$ cat src/rtl/i2c_txn_arbiter.sv
// rtl/i2c_txn_arbiter.sv - round-robin arbiter sharing one i2c_master between NREQ requesters
//
// Purpose: accepts per-requester transaction requests (level REQ plus RW/ADDR/MOSI
// fields), grants one at a time in round-robin order, drives the i2c_master
// enable/busy handshake and returns the read byte with a one-cycle DONE pulse.
// A launch that never sees M_BUSY within TIMEOUT cycles is aborted with ERR.
//
// Ports:
//   SYS_CLOCK          system clock, rising edge
//   RST                synchronous active-high reset
//   REQ/REQ_RW         per-requester request level and direction (1=read)
//   REQ_ADDR/REQ_MOSI  packed per-requester 7-bit address / 8-bit write byte
//   ACK/DONE/ERR       one-hot single-cycle pulses (accepted / complete / aborted)
//   RDATA              byte captured at completion, held until the next DONE
//   GRANT_ID           index of the current or last granted requester
//   M_ENABLE/M_RW/M_ADDR/M_MOSI  to the i2c_master
//   M_MISO/M_BUSY      from the i2c_master

module i2c_txn_arbiter #(
  parameter int NREQ    = 4,
  parameter int TIMEOUT = 4096,
  localparam int IDW    = $clog2(NREQ)
) (
  input  logic                SYS_CLOCK,
  input  logic                RST,
  input  logic [NREQ-1:0]     REQ,
  input  logic [NREQ-1:0]     REQ_RW,
  input  logic [7*NREQ-1:0]   REQ_ADDR,
  input  logic [8*NREQ-1:0]   REQ_MOSI,
  output logic [NREQ-1:0]     ACK,
  output logic [NREQ-1:0]     DONE,
  output logic [NREQ-1:0]     ERR,
  output logic [7:0]          RDATA,
  output logic [IDW-1:0]      GRANT_ID,
  output logic                M_ENABLE,
  output logic                M_RW,
  output logic [6:0]          M_ADDR,
  output logic [7:0]          M_MOSI,
  input  logic [7:0]          M_MISO,
  input  logic                M_BUSY
);

  localparam int TW = $clog2(TIMEOUT);
  localparam logic [IDW:0]   NREQ_W  = (IDW+1)'(NREQ);
  localparam logic [IDW:0]   LAST_W  = (IDW+1)'(NREQ-1);
  localparam logic [IDW-1:0] LAST_ID = IDW'(NREQ-1);
  localparam logic [TW-1:0]  TMAX    = TW'(TIMEOUT-1);

  typedef enum logic [1:0] {S_IDLE, S_LAUNCH, S_RUN, S_FINISH} state_t;

  state_t          state_q, state_d;
  logic [IDW-1:0]  ptr_q, ptr_d;
  logic [IDW-1:0]  grant_q, grant_d;
  logic [NREQ-1:0] ack_q, ack_d;
  logic [NREQ-1:0] done_q, done_d;
  logic [NREQ-1:0] err_q, err_d;
  logic [7:0]      rdata_q, rdata_d;
  logic            m_enable_q, m_enable_d;
  logic            m_rw_q, m_rw_d;
  logic [6:0]      m_addr_q, m_addr_d;
  logic [7:0]      m_mosi_q, m_mosi_d;
  logic [TW-1:0]   timer_q, timer_d;

  // Winner search: rotate REQ so bit 0 is the pointer position, take the lowest
  // set bit, then map back to an absolute index with an explicit wrap compare
  // so non-power-of-2 NREQ works.
  logic [2*NREQ-1:0] req_dbl;
  logic [NREQ-1:0]   req_rot;
  logic              win_found;
  logic [IDW:0]      win_sum;
  logic [IDW-1:0]    win_id;
  logic              sel_rw;
  logic [6:0]        sel_addr;
  logic [7:0]        sel_mosi;

  always_comb begin
    req_dbl   = {REQ, REQ} >> ptr_q;
    req_rot   = req_dbl[NREQ-1:0];
    win_found = |req_rot;
    win_sum   = '0;
    for (int k = NREQ - 1; k >= 0; k--) begin
      if (req_rot[k]) begin
        win_sum = {1'b0, ptr_q} + (IDW+1)'(k);
      end
    end
    if (win_sum > LAST_W) begin
      win_sum = win_sum - NREQ_W;
    end
    win_id = win_sum[IDW-1:0];
  end

  always_comb begin
    sel_rw   = 1'b0;
    sel_addr = '0;
    sel_mosi = '0;
    for (int k = 0; k < NREQ; k++) begin
      if (win_id == IDW'(k)) begin
        sel_rw   = REQ_RW[k];
        sel_addr = REQ_ADDR[7*k +: 7];
        sel_mosi = REQ_MOSI[8*k +: 8];
      end
    end
  end

  always_comb begin
    state_d    = state_q;
    ptr_d      = ptr_q;
    grant_d    = grant_q;
    ack_d      = '0;
    done_d     = '0;
    err_d      = '0;
    rdata_d    = rdata_q;
    m_enable_d = m_enable_q;
    m_rw_d     = m_rw_q;
    m_addr_d   = m_addr_q;
    m_mosi_d   = m_mosi_q;
    timer_d    = timer_q;

    case (state_q)
      S_IDLE: begin
        // Holding off while M_BUSY is high also covers a reset that landed
        // in the middle of a transfer the master is still finishing.
        if (win_found && !M_BUSY) begin
          m_rw_d     = sel_rw;
          m_addr_d   = sel_addr;
          m_mosi_d   = sel_mosi;
          grant_d    = win_id;
          ack_d      = NREQ'(1) << win_id;
          m_enable_d = 1'b1;
          timer_d    = '0;
          ptr_d      = (win_id == LAST_ID) ? '0 : win_id + IDW'(1);
          state_d    = S_LAUNCH;
        end
      end
      S_LAUNCH: begin
        if (M_BUSY) begin
          m_enable_d = 1'b0;
          state_d    = S_RUN;
        end else if (timer_q == TMAX) begin
          m_enable_d = 1'b0;
          err_d      = NREQ'(1) << grant_q;
          state_d    = S_IDLE;
        end else begin
          timer_d = timer_q + TW'(1);
        end
      end
      S_RUN: begin
        if (!M_BUSY) begin
          rdata_d = M_MISO;
          done_d  = NREQ'(1) << grant_q;
          state_d = S_FINISH;
        end
      end
      S_FINISH: begin
        state_d = S_IDLE;
      end
      default: begin
        state_d = S_IDLE;
      end
    endcase
  end

  always_ff @(posedge SYS_CLOCK) begin
    if (RST) begin
      state_q    <= S_IDLE;
      ptr_q      <= '0;
      grant_q    <= '0;
      ack_q      <= '0;
      done_q     <= '0;
      err_q      <= '0;
      rdata_q    <= '0;
      m_enable_q <= 1'b0;
      m_rw_q     <= 1'b0;
      m_addr_q   <= '0;
      m_mosi_q   <= '0;
      timer_q    <= '0;
    end else begin
      state_q    <= state_d;
      ptr_q      <= ptr_d;
      grant_q    <= grant_d;
      ack_q      <= ack_d;
      done_q     <= done_d;
      err_q      <= err_d;
      rdata_q    <= rdata_d;
      m_enable_q <= m_enable_d;
      m_rw_q     <= m_rw_d;
      m_addr_q   <= m_addr_d;
      m_mosi_q   <= m_mosi_d;
      timer_q    <= timer_d;
    end
  end

  assign ACK      = ack_q;
  assign DONE     = done_q;
  assign ERR      = err_q;
  assign RDATA    = rdata_q;
  assign GRANT_ID = grant_q;
  assign M_ENABLE = m_enable_q;
  assign M_RW     = m_rw_q;
  assign M_ADDR   = m_addr_q;
  assign M_MOSI   = m_mosi_q;

endmodule

$ cat config.mk
export PLATFORM = sky130hd
export DESIGN_NAME = i2c_txn_arbiter
export DESIGN_NICKNAME = d
export VERILOG_FILES = /design/src/rtl/i2c_txn_arbiter.sv
export SDC_FILE = /design/constraint.sdc
export NUM_CORES = 1
export LEC_CHECK = 0
export CAP_MARGIN = 20
export CELL_PAD_IN_SITES_DETAIL_PLACEMENT = 0
export CELL_PAD_IN_SITES_GLOBAL_PLACEMENT = 1
export CORE_UTILIZATION = 27
export DETAILED_ROUTE_END_ITERATION = 10
export HOLD_SLACK_MARGIN = 0.05
export PLACE_DENSITY_LB_ADDON = 0.1
export SLEW_MARGIN = 20
export SYNTH_ARGS = -nofsm -noshare
export SYNTH_HDL_FRONTEND = slang
export SYNTH_SLANG_ARGS = --single-unit
$ cat constraint.sdc
create_clock -name SYS_CLOCK -period 2.2 [get_ports SYS_CLOCK]
set_input_delay 0.22 -clock SYS_CLOCK [delete_from_list [all_inputs] [get_ports SYS_CLOCK]]
set_output_delay 0.22 -clock SYS_CLOCK [all_outputs]
set_load 0.005 [all_outputs]
Yosys cells after proc, flatten, opt, wreduce, memory -nomap -nowiden

Cells that the tools add are included.

Equal/unequal tests: 12
Order comparisons: 1
$add $sub $neg: 6
Bitwise gates (word level): 6
Shift-type cells: 3
Reduce and logical (&&, ||, !) cells: 14
Muxes and demuxes: 31

Operator list:

| operator              | number |
|---|---|
| $mux 12               | 3 |
| $mux 8                | 4 |
| $mux 7                | 4 |
| $pmux 12 s2           | 1 |
| $add 12x1->12 const B | 1 |
| $eq 12x12->1 const B  | 1 |
| $mux 2                | 6 |
| $mux 3                | 4 |
| $eq 2x2->1 const B    | 4 |
| $ne 2x2->1 const B    | 4 |
| $pmux 2 s4            | 1 |
| $reduce_or 4->1       | 2 |
| $shl 1x2->4 const A   | 2 |
| $shr 8x2->4           | 1 |
| $mux 1                | 7 |
| $add 2x2->3 const B   | 2 |
| $not 1->1             | 6 |
| $reduce_and 3->1      | 2 |
| $reduce_or 3->1       | 2 |
| $eq 2x1->1 const B    | 2 |
| $logic_not 2->1       | 2 |
| $reduce_and 2->1      | 2 |
| $reduce_and 4->1      | 1 |
| $add 2x1->3 const B   | 1 |
| 8 further kinds       | 8 |

Output and inout port bits: 39
Register bits after elaboration: 55
Input bits: 79
Word-level logic and storage cells: 85

Depth between registers and ports, before layout

Gate-level depths: netlist of the first run.

Depth after elaboration: 12
Gate-level depth with buffers: 10
Depth with buffers taken out: 9

Worst setup path after synthesis of the first run

OpenSTA, ideal clock, no wires.

Kind: reg2reg
Start point: register ptr_q[0]
End point: register m_addr_q[0] (netlist: M_ADDR[0])
Slack: -0.195 ns
Stages on the path, launching flop included: 11
Required time: 2.122 ns
Path buffers: 2
Data arrival time: 2.317 ns
Path through: dfxtp_1 nor2b_1 a211o_1 a21o_1 inv_1 ha_1 clkbuf_1 buf_1 a221oi_1 o311a_1 nor3_1

Word-level cells in the longest chain between the ends: 12
Elaborated cells between the ends (all ways): 22
Those cells by class: add/sub (4); order compare (1); eq/ne (3); shift (1); mux (9); reduce/logical (4)

Ends and longest elaborated chain:

| what                                              | RTL line | source |
|---|---|---|
| start: declaration                                | 52       | `logic [IDW-1:0] ptr_q, ptr_d;` |
| start signal: assignment                          | 179      | `ptr_q <= ptr_d;` |
| $add 2x2->3 / $shr 8x2->4 (equally long branches) | 83, 77   |  |
| $mux 3 (3 in series)                              | 82       | `if (req_rot[k]) begin` |
| $mux 3 *                                          | 82       |  |
| $gt 3x2->1 / $sub 2x1->2 (equally long branches)  | 86, 87   |  |
| $mux 2 *                                          | 86       | `if (win_sum > LAST_W) begin` |
| via win_sum[0]                                    | 70       | `logic [IDW:0] win_sum;` |
| $logic_not 2->1                                   | 97       | `if (win_id == IDW'(k)) begin` |
| $mux 7 (3 in series)                              | 97       |  |
| $mux 7 *                                          | 97       |  |
| end signal: assignment                            | 187      | `m_addr_q <= m_addr_d;` |
| end: declaration                                  | 60       | `logic [6:0] m_addr_q, m_addr_d;` |

Mark *: on every way through the listed nets, which the timed path passes. The rest lies on a longest branch.
A chain may end at the register's enable or synchronous reset.

Worst setup path after layout of the first run

Start point: input port REQ[2]
End point: register m_addr_q[2] (netlist: M_ADDR[2])

Word-level cells in the longest chain between the ends: 12
Elaborated cells between the ends (all ways): 19
Those cells by class: add/sub (1); order compare (1); eq/ne (3); shift (1); mux (9); reduce/logical (4)

Ends and longest elaborated chain:

| what                                             | RTL line | source |
|---|---|---|
| start: declaration                               | 26       | `input logic [NREQ-1:0] REQ,` |
| $shr 8x2->4 *                                    | 77       | `req_dbl = {REQ, REQ} >> ptr_q;` |
| $mux 3 (4 in series)                             | 82       |  |
| $gt 3x2->1 / $sub 2x1->2 (equally long branches) | 86, 87   |  |
| $mux 2                                           | 86       |  |
| $logic_not 2->1                                  | 97       |  |
| $mux 7 (4 in series)                             | 97       |  |

Mark *: on every way between the ends. The rest lies on a longest branch, timed or not.

==> out/summary.txt, run 1 <==
Yosys reg bits: 55
Worst reg2reg path depth: 9
DR pass1 iterations: 4
Syn_nets: 431
Worst min path class: in -> reg
Syn Inst Count: 347
R2r endpoint: M_ADDR[2]$_SDFFE_PP0N_
Total grt overflow: 0
Most numerous cell in the Yosys netlist: dfxtp_1
Synthesis-to-finish area growth: 68.5%
Post-Route Skew: 0.00568 ns
Setup TNS: 0 ns
Min Clock Period, post-route: 2.13 ns
Number of antenna diodes: 0
Cell taking the most area after synthesis: dfxtp_1
Clk buf depth: 2
Outcome: completed
Sw frac: 30.8%
Kind of end point of the critical path: flop
Placed Instances: 599
Net count, final: 563
Tot Pwr: 2.59 mW
Total number of vias: 3081
P_int: 1.79 mW
Residual DRC count: 0
Hold Path Cell Cnt: 2
Flop-to-flop setup slack: 0.07 ns
Power density over the cells: 551 mW/mm2
WS Path Type: in -> reg
Vias in the first global route: 3044
Floorplan die area: 0.0108 mm2
Reg power frac: 41.8%
GRT Total Usage: 16.6%
Via-to-Cell Ratio: 5.03
Port buffer count: 117
Final max-slew violation count: 0
CTS tree: built
EDFF count, synth: 0
Max IR drop VDD: 0.303 mV
Sw power: 799 uW
Post-Place Worst Slack: -0.451 ns
Post-synthesis sequential area ratio: 39.4%
CP Launch Type: primary input
Measured slew at the worst slew-check pin: 0.552 ns
# setup viols final: 0
Die height: 104 um
Detailed Place HPWL: 6280 um
Skew-Pair Late Insertion Delay: 0.31 ns
Clock share of power: 23.7%
Syn_area_per_cell: 8.06 um2
Htree depth: 2
Ys flop type: dfxtp_1
Initial Utilization: 28.2%
Post-synth ARST share: 0%
Synth area leaders: dfxtp_1, nor2b_1, nand2_1
Hold Path Sink: timer_q[0]$_SDFFE_PP0P_
CTS Sinks: 55
Hold Fails Final Rpt: 0
Hold buffer count at cts: 0
Largest net degree at the start of global routing: 35
Layout Cells excl Fill: 613
Top post-synthesis cells by count: dfxtp_1, nand2_1, nor2b_1
Root Buffer: clkbuf_8
Wire per inst: 15.3 um
Hold_sp: RST
1st-iter DRT viols: 67
Leak: 1.73 nW
CTS clk-pin slew, worst paths: 0.11 ns
Routed WL: 9360 um
First-pass GRT wire length: 14800 um
Final worst-path setup slack: 0.0676 ns
Max-cap viol count: 0
Synthesized area: 0.00280 mm2
Initial antenna violation count: 0
Core box area: 0.00991 mm2
Max-slew headroom: 63.2%
Layout cell share with drive strength beyond 1: 18.3%
Peak Freq: 469 MHz
WP data arrival: 2.37 ns
Combinational power share: 34.5%
Yosys warnings: 0
Worst r2r src: ptr_q[0]$_SDFFE_PP0N_
Die Wd: 104 um
Netlist cell types: 43
Global placement routability congestion: 0.767
Routed Antenna Nets: 0
Worst-path fanout max: 16
Final period utilization: 96.9%
Placement Rows: 36
Worst Path Required: 2.44 ns
I/O Pins: 118
CTS Buf Count: 5
Synth top area share: 39.4%
## layout make-up
class	count	area (um2)
Fill cell	970	5200
Multi-Input combinational cell	255	1760
Timing Repair Buffer	153	1560
Sequential cell	55	1100
Tap cell	133	166
Clock buffer	5	68.8
Inverter	9	33.8
Clock inverter	3	26.3
## power groups by stage
stage                     combinational (mW)  sequential (mW)  clock (mW)
after global routing                   0.962             1.09       0.680
after floorplan                        0.339             1.10           0
final                                  0.895             1.08       0.615
after CTS                              0.770             1.08       0.644
after detailed placement               0.723             1.11           0
after global placement                 0.722             1.11           0
## registers in the layout, summed over array words and instances, names as in the netlist, named ones only
| register | cells |
|---|---|
| DONE | 4 |
| ERR | 4 |
| M_ENABLE | 1 |
| ACK | 4 |
| timer_q | 12 |
| M_MOSI | 8 |
| M_ADDR | 7 |
| GRANT_ID | 2 |
| RDATA | 8 |
| M_RW | 1 |
| ptr_q | 2 |
| state_q | 1 |
## logic make-up after synthesis
family	after synthesis	share of synthesized area (%)
AND/OR/NAND/NOR	168	30.5
buffers and inverters	37	5.41
AO/OA/AOI/OAI	82	22.5
flip-flops	55	39.4
adder cells (fa/ha/maj)	5	2.24
## stage by stage
stage | hold WS, ns | instance area [um2] | utilization [%]
after global placement | 0.442 | 4290 | 43.3
after global routing | 0.439 | 4710 | 47.5
after CTS | 0.407 | 4460 | 45.0
after detailed placement | 0.446 | 4290 | 43.3
final | 0.410 | 4710 | 47.5
after floorplan | 0.356 | 2800 | -
## layout by cell type (no fill, tap or decap), types with 6 or more instances in the layout
cell type        synthesis  routed
nand2_1                 43      43
nor2b_1                 35      23
nor4_1                   7       6
inv_1                    9       7
buf_4                    0      28
o311a_1                 16      16
nor3_1                  24      17
a21oi_1                 22      22
nor2_1                  28      28
nor3_2                   0       7
dfxtp_1                 55      53
clkdlybuf4s50_1          0     114
nor2b_2                  0      11
nand3_1                  7       7
a221oi_2                 0      13
## critical path, stage by stage
cell             delay (ns)
clkdlybuf4s50_1        0.46
a211o_1                0.33
a21o_1                 0.22
buf_4                  0.15
ha_4                   0.17
clkbuf_16              0.17
nor2b_1                0.13
o311a_1                0.34
nor3_2                 0.19
## worst max path at each step
stage / start / depth (start not counted) / end / slack, ns
after floorplan: ptr_q[0]$_SDFFE_PP0N_ / 10 / M_ADDR[0]$_SDFFE_PP0N_ / 0.02
after global placement: REQ[0] / 11 / M_MOSI[3]$_SDFFE_PP0N_ / -0.41
after detailed placement: REQ[0] / 11 / M_MOSI[2]$_SDFFE_PP0N_ / -0.45
after CTS: REQ[0] / 10 / M_ADDR[5]$_SDFFE_PP0N_ / -0.008
after global routing: ptr_q[0]$_SDFFE_PP0N_ / 9 / M_ADDR[3]$_SDFFE_PP0N_ / -0.01
final: REQ[2] / 9 / M_ADDR[2]$_SDFFE_PP0N_ / 0.07
## per-layer routing
| metal | vias to the layer above | share of wire [%] | GRT usage (%) | wire length, um |
|---|---|---|---|---|
| li1 | 1527 | - | - | - |
| met1 | 1429 | 44 | 20.1 | 4120 |
| met2 | 117 | 46 | 28.5 | 4340 |
| met3 | 8 | 8.7 | 5.79 | 811 |
| met4 | 0 | 0.92 | 3.37 | 86 |
| met5 | - | 0 | 0 | 0 |
## what timing repair did
| item | in CTS | in global routing |
|---|---|---|
| buffers inserted | 1 | 2 |
| endpoints found under the setup margin | 11 | 16 |
| pin swaps | 1 | 3 |
| resized for setup | 5 | 43 |
| cloned | 1 | 2 |
| endpoints found under the hold margin | 0 | 0 |
No activity file was read; power rests on OpenSTA's default activity.
==> run 2, diff against run 1 <==
Settings changed: TNS_END_PERCENT set to 1.
==> run 2 against run 1 <==
- maximum frequency is 2.0% lower
- total power is 0.78% lower
- sequential share of layout area is 0.10 points higher
- clock-buffer cell count stayed put
- first-iteration DRC count is 4.5% lower
- final cell count is 0.16% lower
- sequential power hardly changed
- core utilization is 0.27 points lower
- largest cell class unchanged
- largest power group unchanged
- clock power hardly changed
- wire length is 1.1% lower
==> out/summary.txt, run 2 (synthesis results as in run 1) <==
Outcome: completed
Multi-input gate area: 0.00175 mm2
CP Launch Type: primary input
Power density over the cells: 549 mW/mm2
Core box area: 0.00991 mm2
1st-iter DRT viols: 64
Leak: 1.71 nW
Worst r2r src: ptr_q[0]$_SDFFE_PP0N_
Layout cell share with drive strength beyond 1: 18.4%
WS Path Type: in -> reg
CTS tree: built
DR pass1 iterations: 4
Root Buffer: clkbuf_8
Final period utilization: 99.0%
Peak Freq: 459 MHz
Floorplan die area: 0.0108 mm2
Setup TNS: 0 ns
Initial antenna violation count: 0
Synthesis-to-finish area growth: 67.5%
Slowest Stage Delay on Critical Path: 0.44 ns
Post-Route Skew: 0.00599 ns
# setup viols final: 0
Die height: 104 um
Hold Fails Final Rpt: 0
Clk buf depth: 2
Max IR drop VDD: 0.300 mV
Worst Path Required: 2.39 ns
Worst reg2reg path depth: 9
Flop-to-flop setup slack: 0.09 ns
Routed Antenna Nets: 0
Worst min path class: in -> reg
CTS Buf Count: 5
Vias in the first global route: 3044
Largest register FFs: 12
Max-slew headroom: 63.6%
Fin area: 0.00468 mm2
Critical Path End: M_MOSI[2]$_SDFFE_PP0N_
Largest net degree at the start of global routing: 35
# fillers: 971
Measured slew at the worst slew-check pin: 0.546 ns
Htree depth: 2
Top cell by count, worst path: buf_4
Hold Path Cell Cnt: 2
Die Wd: 104 um
Wire per inst: 15.1 um
Detailed Place HPWL: 6280 um
Final max-slew violation count: 0
Number of antenna diodes: 0
Tot Pwr: 2.57 mW
Worst-path cell chain: clkdlybuf4s50_1, buf_4, a21o_1, a21oi_1, o22ai_1, buf_4, ha_4, bufbuf_16, a221oi_2, o311a_1, nor3_2
Placement Rows: 36
Kind of end point of the critical path: flop
GRT Total Usage: 16.6%
CTS clk-pin slew, worst paths: 0.11 ns
First-pass GRT wire length: 14800 um
Register area: 0.00110 mm2
Most common cell after layout, fill and taps aside: clkdlybuf4s50_1
WP data arrival: 2.37 ns
Initial Utilization: 28.2%
Net count, final: 562
Skew-Pair Late Insertion Delay: 0.31 ns
Area of placed instances: 0.00429 mm2
Max-cap viol count: 0
CP max stage cell: clkdlybuf4s50_1
Residual DRC count: 0
Hold buffer count at cts: 0
R2r endpoint: M_MOSI[2]$_SDFFE_PP0N_
CTS Sinks: 55
Global placement routability congestion: 0.767
Total number of vias: 3083
Worst-path fanout max: 14
I/O Pins: 118
Worst hold margin: 0.407 ns
Reg with most FFs: timer_q
Via-to-Cell Ratio: 5.04
Min Clock Period, post-route: 2.18 ns
Port buffer count: 117
Routed WL: 9250 um
Unrepaired setup endpoints after global routing: true
Critical path startpoint: REQ[1]
Most frequent cells in the layout: clkdlybuf4s50_1, dfxtp_1, nand2_1
Total grt overflow: 0
[run 2: cell count changes in the layout (fill, tap and decap cells not counted), sizes merged]
cell / before / now
clkdlybuf4s50: 114 / 115
buf: 34 / 33
dlymetal6s2s: 2 / 1
[run 2: cell type report]
class,count,share of cell area [%]
Tap cell,133,3.55
Clock buffer,5,1.47
Multi-Input combinational cell,255,37.3
Timing Repair Buffer,152,32.9
Inverter,9,0.721
Clock inverter,3,0.561
Sequential cell,55,23.5
[run 2: what timing repair did]
| item | CTS | global route |
|---|---|---|
| gates resized for setup | 5 | 40 |
| buffers inserted | 1 | 1 |
| setup endpoints to repair | 11 | 16 |
| gates cloned | 1 | 2 |
| pin swaps | 1 | 2 |
[run 2: stage by stage]
stage | instances | setup slack [ns] | util [%]
2_1_floorplan | 347 | 0.0183 | -
3_3_place_gp | 599 | -0.409 | 43.3
3_5_place_dp | 599 | -0.451 | 43.3
4_1_cts | 609 | -0.00839 | 45.0
5_1_grt | 612 | -0.0372 | 47.3
6_report | 612 | 0.0231 | 47.3
[run 2: worst min path at each step]
stage	startpoint	to	slack, ns
2_1_floorplan	M_MISO[0]	RDATA[0]$_SDFFE_PP0P_	0.36
3_3_place_gp	RDATA[4]$_SDFFE_PP0P_	RDATA[4]$_SDFFE_PP0P_	0.44
3_5_place_dp	RDATA[7]$_SDFFE_PP0P_	RDATA[7]$_SDFFE_PP0P_	0.45
4_1_cts	RST	timer_q[0]$_SDFFE_PP0P_	0.41
5_1_grt	RST	timer_q[1]$_SDFFE_PP0P_	0.44
6_report	RST	timer_q[0]$_SDFFE_PP0P_	0.41
[run 2: routing by layer]
metal / up-vias / GRT usage, % / share of wire, %
li1: 1526 / - / -
met1: 1425 / 20.1 / 44
met2: 124 / 28.5 / 46
met3: 8 / 5.79 / 9.3
met4: 0 / 3.37 / 0.92
met5: - / 0 / 0
[run 2: report_power, final]
| part | internal, mW | switching, mW | leakage, nW |
|---|---|---|---|
| clock network | 0.236 | 0.377 | 0.0491 |
| registers | 1.05 | 0.0372 | 0.448 |
| logic | 0.503 | 0.374 | 1.21 |
[run 2: critical path: cells and delay by family]
family          cells  cell delay (ns)
fa+ha+maj           1             0.18
compound gates      5             0.87
simple gates        1             0.05
buf+inv             4             1.05
==> run 3, diff against run 2 <==
==> constraint.sdc (replaced) <==
create_clock -name SYS_CLOCK -period 2.2 [get_ports SYS_CLOCK]
set_input_delay 0.44 -clock SYS_CLOCK [delete_from_list [all_inputs] [get_ports SYS_CLOCK]]
set_output_delay 0.44 -clock SYS_CLOCK [all_outputs]
set_load 0.005 [all_outputs]
==> run 3 against run 2 <==
- non-clock buffer count increased by 2
- core utilization decreased by 0.61 points
- sequential share of layout area increased by 0.33 points
- largest power group unchanged
- largest cell class unchanged
- critical path type unchanged
- highest routed layer unchanged
- total power decreased by 1.1%
==> out/summary.txt, run 3 (synthesis results as in run 1) <==
CP Launch Type: primary input
Flop-to-flop setup slack: 0.11 ns
Hold Path Sink: RDATA[7]$_SDFFE_PP0P_
Die height: 104 um
1st-iter DRT viols: 95
Final max-slew violation count: 0
R2r endpoint: M_ADDR[0]$_SDFFE_PP0N_
Post-Place Worst Slack: -0.604 ns
Net count, final: 564
Worst r2r src: ptr_q[0]$_SDFFE_PP0N_
DR pass1 iterations: 4
Total number of vias: 3070
Residual DRC count: 0
Min Clock Period, post-route: 2.15 ns
Total grt overflow: 0
Fin area: 0.00462 mm2
Placement Rows: 36
Leak: 1.69 nW
Reg with most FFs: timer_q
Htree depth: 2
CTS clk-pin slew, worst paths: 0.12 ns
Hold_sp: RDATA[7]$_SDFFE_PP0P_
First-pass GRT wire length: 15000 um
Via-to-Cell Ratio: 5.00
# setup viols final: 0
Layout cell share with drive strength beyond 1: 15.6%
Measured slew at the worst slew-check pin: 0.593 ns
Multi-input gate area: 0.00169 mm2
Final worst-path setup slack: 0.0506 ns
Worst hold margin: 0.467 ns
Skew-Pair Late Insertion Delay: 0.33 ns
Max-slew headroom: 60.4%
Die Wd: 104 um
Max IR drop VDD: 0.254 mV
Floorplan die area: 0.0108 mm2
Wire per inst: 15.5 um
Outcome: completed
Peak Freq: 465 MHz
Clk buf depth: 2
Area of placed instances: 0.00432 mm2
Register area: 0.00110 mm2
Port buffer count: 117
CTS Buf Count: 5
Max-cap viol count: 0
Hold Path Cell Cnt: 2
CTS Sinks: 55
Worst reg2reg path depth: 9
Synthesis-to-finish area growth: 65.4%
CTS tree: built
WP data arrival: 2.41 ns
Post-Route Skew: 0.00746 ns
GRT Total Usage: 17.1%
Critical path startpoint: REQ[0]
Vias in the first global route: 3109
Routed Antenna Nets: 0
Hold Fails Final Rpt: 0
Root Buffer: clkbuf_8
Unrepaired setup endpoints after global routing: true
WS Path Type: in -> reg
Largest register FFs: 12
Worst min path class: reg -> reg
Initial antenna violation count: 0
Routed WL: 9500 um
Number of antenna diodes: 0
Setup TNS: 0 ns
# fillers: 1013
Largest net degree at the start of global routing: 33
Worst Path Required: 2.46 ns
Final period utilization: 97.7%
Worst-path fanout max: 16
Initial Utilization: 28.2%
Detailed Place HPWL: 6640 um
Kind of end point of the critical path: flop
I/O Pins: 118
Hold buffer count at cts: 0
Most frequent cells in the layout: clkdlybuf4s50_1, dfxtp_1, nand2_1
Most common cell after layout, fill and taps aside: clkdlybuf4s50_1
Core box area: 0.00991 mm2
Global placement routability congestion: 0.772
Power density over the cells: 550 mW/mm2
## run 3: changes by cell type in the layout (fill, tap and decap cells not counted), sizes merged
cell	change
buf	+3
clkdlybuf4s50	-3
dlygate4sd2	+3
clkbuf	-1
clkdlybuf4s15	+1
dlymetal6s2s	-1
## run 3: worst max-delay path by stage
stage               cells after the start                      to
global route                            9  M_ADDR[6]$_SDFFE_PP0N_
floorplan                              10  M_ADDR[0]$_SDFFE_PP0N_
global placement                       11  M_MOSI[1]$_SDFFE_PP0N_
finish                                 10  M_ADDR[0]$_SDFFE_PP0N_
CTS                                    10  M_ADDR[6]$_SDFFE_PP0N_
detailed placement                     11  M_MOSI[1]$_SDFFE_PP0N_
## run 3: where the power goes
group,switching (mW),internal (mW)
registers,0.0380,1.05
logic,0.354,0.481
clock network,0.389,0.236
## run 3: metal layers
| layer | GRT usage, % | up-vias | routed length, um |
|---|---|---|---|
| met5 | 0 | - | 0 |
| li1 | - | 1531 | - |
| met1 | 21.5 | 1462 | 4330 |
| met2 | 29.5 | 65 | 4690 |
| met4 | 5.10 | 0 | 142 |
| met3 | 3.27 | 12 | 336 |
## run 3: final cells by class
class                   instances  area share [%]
flip-flops and latches         55            23.9
clock inverters                 3           0.568
clock buffers                   5            1.49
inverters                       9           0.731
multi-input cells             255            36.5
well taps                     133            3.60
repair buffers                154            33.2
## run 3: worst max-delay path, cell delays in order
cell and delay (ns):
dlygate4sd2_1 0.28, nor2b_4 0.14, a211o_1 0.25, a21o_1 0.19, buf_4 0.16, ha_4 0.18
buf_12 0.15, nor2b_1 0.12, o311a_1 0.33, nor3_2 0.16
## run 3: metrics by stage
stage          power, mW  std cells  util (%)
3_5_place_dp        1.84        602      43.6
2_1_floorplan       1.45        347         -
4_1_cts             2.52        613      45.5
3_3_place_gp        1.84        602      43.6
5_1_grt             2.69        614      46.7
6_report            2.54        614      46.7
## run 3: repair_timing
action	CTS	global route
setup buffers	2	0
pin swaps	6	2
cloned	1	1
setup endpoints to repair	16	16
hold endpoints to repair	0	0
resized for setup	15	18
